==> src/rtl/blit_pkg.sv <==
// Shared definitions for the blitter Gouraud/Z stepper: lane width, FSM states
// and the lane-slice offset helper.
package blit_pkg;

    localparam int LANE_W = 16;

    typedef enum logic [1:0] {
        IDLE = 2'd0,
        RUN  = 2'd1,
        DONE = 2'd2
    } state_e;

    function automatic int lane_lo(input int lane);
        return lane * LANE_W;
    endfunction

endpackage

==> src/rtl/gstep_lane.sv <==
// One 16-bit lane of the phrase adder: carry chain split at bits 8 and 12 so
// eight-bit mode and high-carry-inhibit can cut it, with optional clamping.
module gstep_lane
    import blit_pkg::*;
(
    input  logic [LANE_W-1:0] a,
    input  logic [LANE_W-1:0] b,
    input  logic              sat,
    input  logic              eightbit,
    input  logic              hicinh,
    output logic [LANE_W-1:0] r,
    output logic              satflag
);

    logic [8:0] lo_s;
    logic [4:0] mid_s;
    logic [4:0] hi_s;
    logic       cin8;
    logic       cin12;
    logic       top;
    logic       btop;

    assign lo_s  = {1'b0, a[7:0]} + {1'b0, b[7:0]};
    assign cin8  = lo_s[8] & ~eightbit;
    assign mid_s = {1'b0, a[11:8]} + {1'b0, b[11:8]} + {4'b0, cin8};
    assign cin12 = mid_s[4] & ~hicinh;
    assign hi_s  = {1'b0, a[15:12]} + {1'b0, b[15:12]} + {4'b0, cin12};

    // Carry out disagreeing with the increment sign means the lane wrapped.
    assign top     = eightbit ? lo_s[8] : hi_s[4];
    assign btop    = eightbit ? b[7] : b[15];
    assign satflag = sat & (btop ^ top);

    assign r[7:0]  = satflag ? {8{top}} : lo_s[7:0];
    assign r[15:8] = (satflag & ~eightbit) ? {8{top}} : {hi_s[3:0], mid_s[3:0]};

endmodule

==> src/rtl/gouraud_stepper.sv <==
// Four-lane phrase accumulator emitting acc, acc+inc, ... through a valid/ready
// register. Define SAT_FLAG_EN to add the per-lane sticky sat_hit output.
//
// state | meaning
// IDLE  | loads accepted, waiting for start
// RUN   | emitting phrases, stepping acc on each handshake
// DONE  | one-cycle done pulse, then back to IDLE
module gouraud_stepper
    import blit_pkg::*;
#(
    parameter int LANES = 4,
    parameter int CNT_W = 10
) (
    input  logic                    sys_clk,
    input  logic                    reset,
    input  logic                    load_acc,
    input  logic                    load_inc,
    input  logic [16*LANES-1:0]     load_data,
    input  logic                    start,
    input  logic [CNT_W-1:0]        count,
    input  logic                    sat,
    input  logic                    eightbit,
    input  logic                    hicinh,
    output logic                    busy,
    output logic                    out_valid,
    input  logic                    out_ready,
    output logic [16*LANES-1:0]     out_data,
    output logic                    done
`ifdef SAT_FLAG_EN
    ,
    output logic [LANES-1:0]        sat_hit
`endif
);

    localparam int DW = LANES * LANE_W;

    state_e           state_q, state_d;
    logic [DW-1:0]    acc_q, acc_d;
    logic [DW-1:0]    inc_q, inc_d;
    logic [DW-1:0]    out_q, out_d;
    logic             vld_q, vld_d;
    logic [CNT_W-1:0] rem_q, rem_d;
    logic             msat_q, msat_d;
    logic             meb_q, meb_d;
    logic             mhc_q, mhc_d;

    logic             idle;
    logic             use_sat, use_eb, use_hc;
    logic             step_en;
    logic [DW-1:0]    step_r;
    logic [LANES-1:0] lane_sat;

    assign idle = (state_q == IDLE);

    // The step taken on the start cycle already obeys the modes being sampled.
    assign use_sat = idle ? sat      : msat_q;
    assign use_eb  = idle ? eightbit : meb_q;
    assign use_hc  = idle ? hicinh   : mhc_q;

    for (genvar i = 0; i < LANES; i++) begin : g_lane
        localparam int LO = lane_lo(i);
        gstep_lane u_lane (
            .a        (acc_q[LO +: LANE_W]),
            .b        (inc_q[LO +: LANE_W]),
            .sat      (use_sat),
            .eightbit (use_eb),
            .hicinh   (use_hc),
            .r        (step_r[LO +: LANE_W]),
`ifdef SAT_FLAG_EN
            .satflag  (lane_sat[i])
`else
            .satflag  ()
`endif
        );
    end

    always_comb begin
        state_d = state_q;
        acc_d   = acc_q;
        inc_d   = inc_q;
        out_d   = out_q;
        vld_d   = vld_q;
        rem_d   = rem_q;
        msat_d  = msat_q;
        meb_d   = meb_q;
        mhc_d   = mhc_q;
        step_en = 1'b0;
        case (state_q)
            IDLE: begin
                if (load_acc) acc_d = load_data;
                if (load_inc) inc_d = load_data;
                if (start) begin
                    msat_d = sat;
                    meb_d  = eightbit;
                    mhc_d  = hicinh;
                    if (count != '0) begin
                        out_d   = acc_q;
                        vld_d   = 1'b1;
                        acc_d   = step_r;
                        rem_d   = count - CNT_W'(1);
                        step_en = 1'b1;
                        state_d = RUN;
                    end else begin
                        state_d = DONE;
                    end
                end
            end
            RUN: begin
                if (vld_q && out_ready) begin
                    if (rem_q != '0) begin
                        out_d   = acc_q;
                        acc_d   = step_r;
                        rem_d   = rem_q - CNT_W'(1);
                        step_en = 1'b1;
                    end else begin
                        vld_d   = 1'b0;
                        state_d = DONE;
                    end
                end
            end
            DONE:    state_d = IDLE;
            default: state_d = IDLE;
        endcase
    end

    always_ff @(posedge sys_clk or posedge reset) begin
        if (reset) begin
            state_q <= IDLE;
            acc_q   <= '0;
            inc_q   <= '0;
            out_q   <= '0;
            vld_q   <= 1'b0;
            rem_q   <= '0;
            msat_q  <= 1'b0;
            meb_q   <= 1'b0;
            mhc_q   <= 1'b0;
        end else begin
            state_q <= state_d;
            acc_q   <= acc_d;
            inc_q   <= inc_d;
            out_q   <= out_d;
            vld_q   <= vld_d;
            rem_q   <= rem_d;
            msat_q  <= msat_d;
            meb_q   <= meb_d;
            mhc_q   <= mhc_d;
        end
    end

`ifdef SAT_FLAG_EN
    logic [LANES-1:0] sat_hit_q, sat_hit_d;
    logic [LANES-1:0] new_hits;

    always_comb begin
        new_hits  = step_en ? lane_sat : '0;
        sat_hit_d = (idle && start) ? new_hits : (sat_hit_q | new_hits);
    end

    always_ff @(posedge sys_clk or posedge reset) begin
        if (reset) sat_hit_q <= '0;
        else       sat_hit_q <= sat_hit_d;
    end

    assign sat_hit = sat_hit_q;
`endif

    assign busy      = ~idle;
    assign done      = (state_q == DONE);
    assign out_valid = vld_q;
    assign out_data  = out_q;

endmodule

==> config.mk <==
export PLATFORM = sky130hd
export DESIGN_NAME = gouraud_stepper
export DESIGN_NICKNAME = d
export VERILOG_FILES = /design/src/rtl/blit_pkg.sv /design/src/rtl/gstep_lane.sv /design/src/rtl/gouraud_stepper.sv
export SDC_FILE = /design/constraint.sdc
export NUM_CORES = 1
export LEC_CHECK = 0
export CAP_MARGIN = 20
export CORE_AREA = 4 4 152 154
export CTS_BUF_LIST = sky130_fd_sc_hd__clkbuf_8
export DETAILED_ROUTE_END_ITERATION = 10
export DIE_AREA = 0 0 156 158
export PLACE_DENSITY = 0.78
export SYNTH_ARGS = -nofsm -noshare
export SYNTH_HDL_FRONTEND = slang
export SYNTH_HIERARCHICAL = 1
export SYNTH_SLANG_ARGS = --single-unit
==> constraint.sdc <==
create_clock -name sys_clk -period 8.1 [get_ports sys_clk]
set_input_delay 0.81 -clock sys_clk [delete_from_list [all_inputs] [get_ports sys_clk]]
set_output_delay 0.81 -clock sys_clk [all_outputs]
set_load 0.005 [all_outputs]
**Yosys cells after proc, flatten, opt, wreduce, memory -nomap -nowiden**

Index checks and enable logic that the tools add are counted.
Widths: inputs -> output; s select.

- Register bits: 208
- Input bits: 83
- Output and inout bits: 67

- Add/subtract/negate cells: 22
- Equal/unequal tests: 7
- Multiplexer cells: 45
- Bitwise operators: 23
- Reduce and logical (&&, ||, !) cells: 11

Operators with widths:

| operator | count |
|---|---|
| $mux 64 | 9 |
| $pmux 64 s2 | 2 |
| $mux 8 | 8 |
| $add 4x4->5 | 8 |
| $add 5x1->5 | 8 |
| $mux 10 | 4 |
| $add 8x8->9 | 4 |
| $pmux 10 s2 | 1 |
| $reduce_bool 10->1 | 2 |
| $sub 10x1->10 const B | 2 |
| $and 1x1->1 | 16 |
| $mux 1 | 15 |
| $reduce_and 5->1 | 2 |
| $mux 2 | 4 |
| $ne 2x2->1 const B | 4 |
| $reduce_and 3->1 | 2 |
| $pmux 2 s2 | 1 |
| $reduce_and 2->1 | 2 |
| $xor 1x1->1 | 4 |
| $not 1->1 | 3 |
| $eq 2x1->1 const B | 1 |
| $eq 2x2->1 const B | 1 |
| $logic_not 2->1 | 1 |
| $ne 2x1->1 const B | 1 |
| 3 further kinds | 3 |

**Depth between registers and ports, before layout**

- Depth after elaboration: 15
- Mapped depth: 20
- Mapped depth without buffers: 20

**Hierarchy**

The synthesis kept the hierarchy.

By module, submodules not included:

| module | times used | cells each | area an instance (um2) |
|---|---|---|---|
| gouraud_stepper | 1 | 771 | 8,754.6 |
| gstep_lane at g_lane[1].u_lane ... | 3 | 118 | 912.1 |
| gstep_lane at g_lane[0].u_lane | 1 | 118 | 977.2 |

**Worst setup path after synthesis**

Ideal clock, no wire load.

- Path kind: register to register
- From: reg acc_q[0]
- To: reg acc_q[7]
- Data arrival time: 4,435 ps
- Setup slack: 3,539 ps
- Cell stages (with the launch flop): 21
- Clock period less this slack: 4,561 ps
- Path through: dfrtp_1 -> ha_1 -> fa_1 -> a211oi_2 -> o21ai_2 -> nand3_1 -> a21oi_1 -> fa_1 -> fa_1 -> a21o_1 -> a21oi_1 -> nor2_1 -> fa_1 -> inv_1 -> fa_1 -> nor2b_1 -> o21ai_1 -> nand2_1 -> a21oi_4 -> o211ai_2 -> a221o_1

- Cells in the longest elaborated chain, start to end: 12
- Elaborated cells between the ends (all ways): 14

RTL lines:

| item | RTL line | source |
|---|---|---|
| from (decl) | gouraud_stepper.sv:38 | `logic [DW-1:0] acc_q, acc_d;` |
| from (signal assigned) | gouraud_stepper.sv:129 | `acc_q <= '0;` |
| from (signal assigned) | gouraud_stepper.sv:139 | `acc_q <= acc_d;` |
| $add 8x8->9 * | gstep_lane.sv:23 | `assign lo_s = {1'b0, a[7:0]} + {1'b0, b[7:0]};` |
| $and 1x1->1 | gstep_lane.sv:24 | `assign cin8 = lo_s[8] & ~eightbit;` |
| $add 5x1->5 | gstep_lane.sv:25 | `assign mid_s = {1'b0, a[11:8]} + {1'b0, b[11:8]} + {4'b0, cin8};` |
| $and 1x1->1 | gstep_lane.sv:26 | `assign cin12 = mid_s[4] & ~hicinh;` |
| $add 5x1->5 | gstep_lane.sv:27 | `assign hi_s = {1'b0, a[15:12]} + {1'b0, b[15:12]} + {4'b0, cin12};` |
| $mux 1 | gstep_lane.sv:30 | `assign top = eightbit ? lo_s[8] : hi_s[4];` |
| $xor 1x1->1 | gstep_lane.sv:32 | `assign satflag = sat & (btop ^ top);` |
| $and 1x1->1 | gstep_lane.sv:32 |  |
| $mux 8 * | gstep_lane.sv:34 | `assign r[7:0] = satflag ? {8{top}} : lo_s[7:0];` |
| named net step_r[7] | gouraud_stepper.sv:50 | `logic [DW-1:0] step_r;` |
| $mux 64 (on tied branches) | gouraud_stepper.sv:110, gouraud_stepper.sv:96 |  |
| $mux 64 (on tied branches) | gouraud_stepper.sv:109, gouraud_stepper.sv:92 |  |
| $pmux 64 s2 * | gouraud_stepper.sv:88 | `case (state_q)` |

Mark *: on every way through the listed nets, which the timed path passes. The rest lies on a longest branch. The select of a mux whose other input is x is not followed.
A chain may end at the register's enable or synchronous reset.

**Worst setup path in the final report**

- From: reg state_q[0]
- To: reg acc_q[46]

- Cells in the longest elaborated chain, start to end: 15
- Elaborated cells between the ends (all ways): 26

RTL lines:

| item | RTL line | source |
|---|---|---|
| from (decl) | gouraud_stepper.sv:37 | `state_e state_q, state_d;` |
| from (signal assigned) | gouraud_stepper.sv:138 | `state_q <= state_d;` |
| $logic_not 2->1 * | gouraud_stepper.sv:53 | `assign idle = (state_q == IDLE);` |
| $mux 1 * | gouraud_stepper.sv:57 | `assign use_eb = idle ? eightbit : meb_q;` |
| named net use_eb | gouraud_stepper.sv:48 | `logic use_sat, use_eb, use_hc;` |
| $not 1->1 | gstep_lane.sv:24, gstep_lane.sv:35 |  |
| $and 1x1->1 | gstep_lane.sv:24 |  |
| $add 5x1->5 | gstep_lane.sv:25 |  |
| $and 1x1->1 | gstep_lane.sv:26 |  |
| $add 5x1->5 | gstep_lane.sv:27 |  |
| $mux 1 | gstep_lane.sv:30 |  |
| $xor 1x1->1 | gstep_lane.sv:32 |  |
| $and 1x1->1 | gstep_lane.sv:32 |  |
| $and 1x1->1 | gstep_lane.sv:35 | `assign r[15:8] = (satflag & ~eightbit) ? {8{top}} : {hi_s[3:0], mid_s[3:0]};` |
| $mux 8 * | gstep_lane.sv:35 |  |
| named net step_r[46] | gouraud_stepper.sv:50 |  |
| $mux 64 (on tied branches) | gouraud_stepper.sv:110, gouraud_stepper.sv:96 |  |
| $mux 64 (on tied branches) | gouraud_stepper.sv:109, gouraud_stepper.sv:92 |  |
| $pmux 64 s2 * | gouraud_stepper.sv:88 |  |

Marked as above.

==> impl_metrics.csv <==
group,metric,value,unit
timing,fin_crit_sh,67.9,%
timing,holdWs,0.473,ns
global_route,grt_use_met1,33.5,%
worst_setup_path,worstSetupPathType,"reg2reg",
pwr,irDropWorstVdd,308,µV
global_route,grtUsageMet2,40.0,%
worst_setup_path,worstPathArrival,5.91,ns
routing,drc,0,
pwr,p_per_area,542,nW/µm²
place,finalWeightedCongestion,0.863,
floorplanning,dieHeight,158,µm
timing,fin_skew,0.0159,ns
final_layout,drive_above_1_share,13.0,%
logic_synthesis,syn_inst,1231,
clock_network,clockRootBuffer,"clkbuf_8",
floorplanning,rows,54,
run,max-cap-violations,0,
final_layout,multiInputGateArea,6800,µm²
logic_synthesis,yosysWarnings,6,
worst_hold_path,min_delay_worst_endpoint,"out_data[14]",
global_route,grt_max_degree,133,
clock_network,cts.hold.buffers_added,0,
worst_setup_path,r2r-start,"state_q[0]",
timing,fmax,182,MHz
timing,grt_setup_unrepaired,"no",
timing,drv_slew,0,
place,portBuffers,149,
timing,fin_crit,5.50,ns
worst_setup_path,r2r_end,"acc_q[46]",
worst_setup_path,cp_max_fo,28,
final_layout,seq_area,5200,µm²
floorplanning,die-area,24600,µm²
place,placed_area,14000,µm²
global_route,grt_pass1_vias,10104,
final_layout,fillCellCount,1710,
worst_setup_path,crit_path_start_kind,"flip-flop",
clock_network,post_cts_buffers,0,
global_route,grt.busiest_layer,"met2",
final_layout,fin_util,68.1,%
final_layout,fin_area,14800,µm²
worst_hold_path,holdCritStartpoint,"out_data[14]",
worst_hold_path,hold_class,"reg2reg",
routing,vias_per_cell,5.96,
global_route,antenna_found_initial,1,
routing,firstDrtPassIters,5,
routing,detail-route-antenna-nets,0,
pwr,p_leak,6.59,nW
routing,vias,9943,
global_route,grt_pass1_wl,49.9,mm
routing,routed_wl,30.1,mm
worst_setup_path,reg2regPathDepth,18,
outcome,status,"finished clean",
routing,wl_per_cell,18.1,µm
worst_setup_path,reg2reg_slack,2.60,ns
clock_network,worstSkewPairLatency,0.53,ns
worst_setup_path,critPathRequiredTime,8.51,ns
routing,drt_iter0_markers,528,
final_layout,nNetsFinal,1522,
logic_synthesis,syn-cell-area,12400,µm²
timing,setup_violations,0,
clock_network,cts_resized,0,
global_route,grt_usage,24.5,%
timing,worst_pin_slew,0.974,ns
global_route,met3_usage,4.70,%
clock_network,clk_pin_slew_worst_paths,0.06,ns
place,hpwl,20.1,mm
logic_synthesis,syn_avg_cell_area,10.1,µm²
worst_setup_path,endpoint_kind,"flip-flop",
clock_network,cts_buffers,37,
final_layout,diodes,0,
global_route,overflow,0,
timing,slew_headroom,35.1,%
logic_synthesis,syn_nets,1391,
floorplanning,core,21700,µm²
pwr,p_total,8.02,mW
timing,tns,0,ns
clock_network,cts_tree,"built",
floorplanning,die_w,156,µm
timing,final_hold_viol_count,0,
worst_hold_path,hold_depth,2,
floorplanning,io_pins,150,
clock_network,clockBufferDepth,3,
floorplanning,start_util,57.2,%
clock_network,cts_sinks,208,
clock_network,h-tree-depth,2,
final_layout,syn2layout_area_growth,19.1,%
-- final cells by class --
class	count	share of cell area, %
repair buffers	157	10.6
inverters	30	0.813
clock buffers	46	4.28
well taps	280	2.37
clock inverters	18	0.686
multi-input cells	928	46.0
flip-flops and latches	208	35.2
-- how the worst max path moves through the flow --
stage	slack, ns	from	endpoint
finish	2.60	state_q[0]	acc_q[46]
global route	2.24	state_q[0]	acc_q[46]
CTS	2.64	state_q[0]	acc_q[62]
detailed placement	2.54	eightbit	acc_q[46]
global placement	2.66	eightbit	acc_q[46]
floorplan	1.61	reset	acc_q[0]
-- power by group --
| part | total, mW | switching, mW | internal (mW) |
|---|---|---|---|
| combinational | 5.03 | 2.69 | 2.34 |
| clock | 0.970 | 0.429 | 0.541 |
| sequential | 2.02 | 0.424 | 1.59 |
-- critical path, cell delays in order (launching register included) --
cell,delay [ns]
dfrtp_1,0.50
nor2_1,0.27
clkinv_1,0.31
mux2_2,0.82
a21oi_1,0.13
fa_1,0.43
fa_1,0.42
a21o_1,0.17
a21oi_1,0.14
nor2_1,0.06
fa_1,0.39
inv_1,0.09
fa_1,0.21
nor2b_1,0.06
o21ai_1,0.27
nand4b_1,0.19
nor2_1,0.40
o21ai_0,0.18
a221o_1,0.33
-- layer usage --
metal  vias up  share of wire [%]
met3        57                5.9
met5         -              0.023
met2       288                 48
met1      4883                 44
li1       4713                  -
met4         2                2.1
-- cells in the final DEF (no fill, tap or decap), types with 5 or more instances in the layout --
| cell type | count |
|---|---|
| ha_1 | 57 |
| a21oi_1 | 64 |
| inv_1 | 41 |
| a221o_1 | 64 |
| mux2_2 | 74 |
| nand2b_1 | 5 |
| clkdlybuf4s50_1 | 149 |
| nand4b_1 | 5 |
| or3_1 | 5 |
| o21ai_0 | 32 |
| o21ai_1 | 8 |
| nand4_1 | 7 |
| nand3_1 | 10 |
| o2bb2ai_1 | 12 |
| or4_1 | 7 |
| o211ai_2 | 5 |
| o211ai_1 | 20 |
| nor3_1 | 7 |
| buf_4 | 7 |
| xnor2_1 | 20 |
| xor2_1 | 16 |
| a21o_1 | 25 |
| nand2_1 | 240 |
| o31ai_1 | 17 |
| a211oi_1 | 5 |
| clkbuf_8 | 46 |
| nor2b_1 | 69 |
| a22oi_1 | 6 |
| dfrtp_1 | 208 |
| a211oi_2 | 9 |
| nor2_1 | 46 |
| fa_1 | 20 |
-- metrics by stage --
step           instances  setup slack [ns]
2_1_floorplan       1231              1.61
3_3_place_gp        1602              2.66
3_5_place_dp        1602              2.54
4_1_cts             1666              2.64
5_1_grt             1667              2.24
6_report            1667              2.60
-- state kept, by name (all words and copies together) (netlist names) --
| register | cells |
|---|---|
| mhc_q | 1 |
| state_q | 2 |
| out_data | 64 |
| meb_q | 1 |
| acc_q | 64 |
| msat_q | 1 |
| inc_q | 64 |
| out_valid | 1 |
| rem_q | 10 |
No activity file was read; power rests on OpenSTA's default activity.
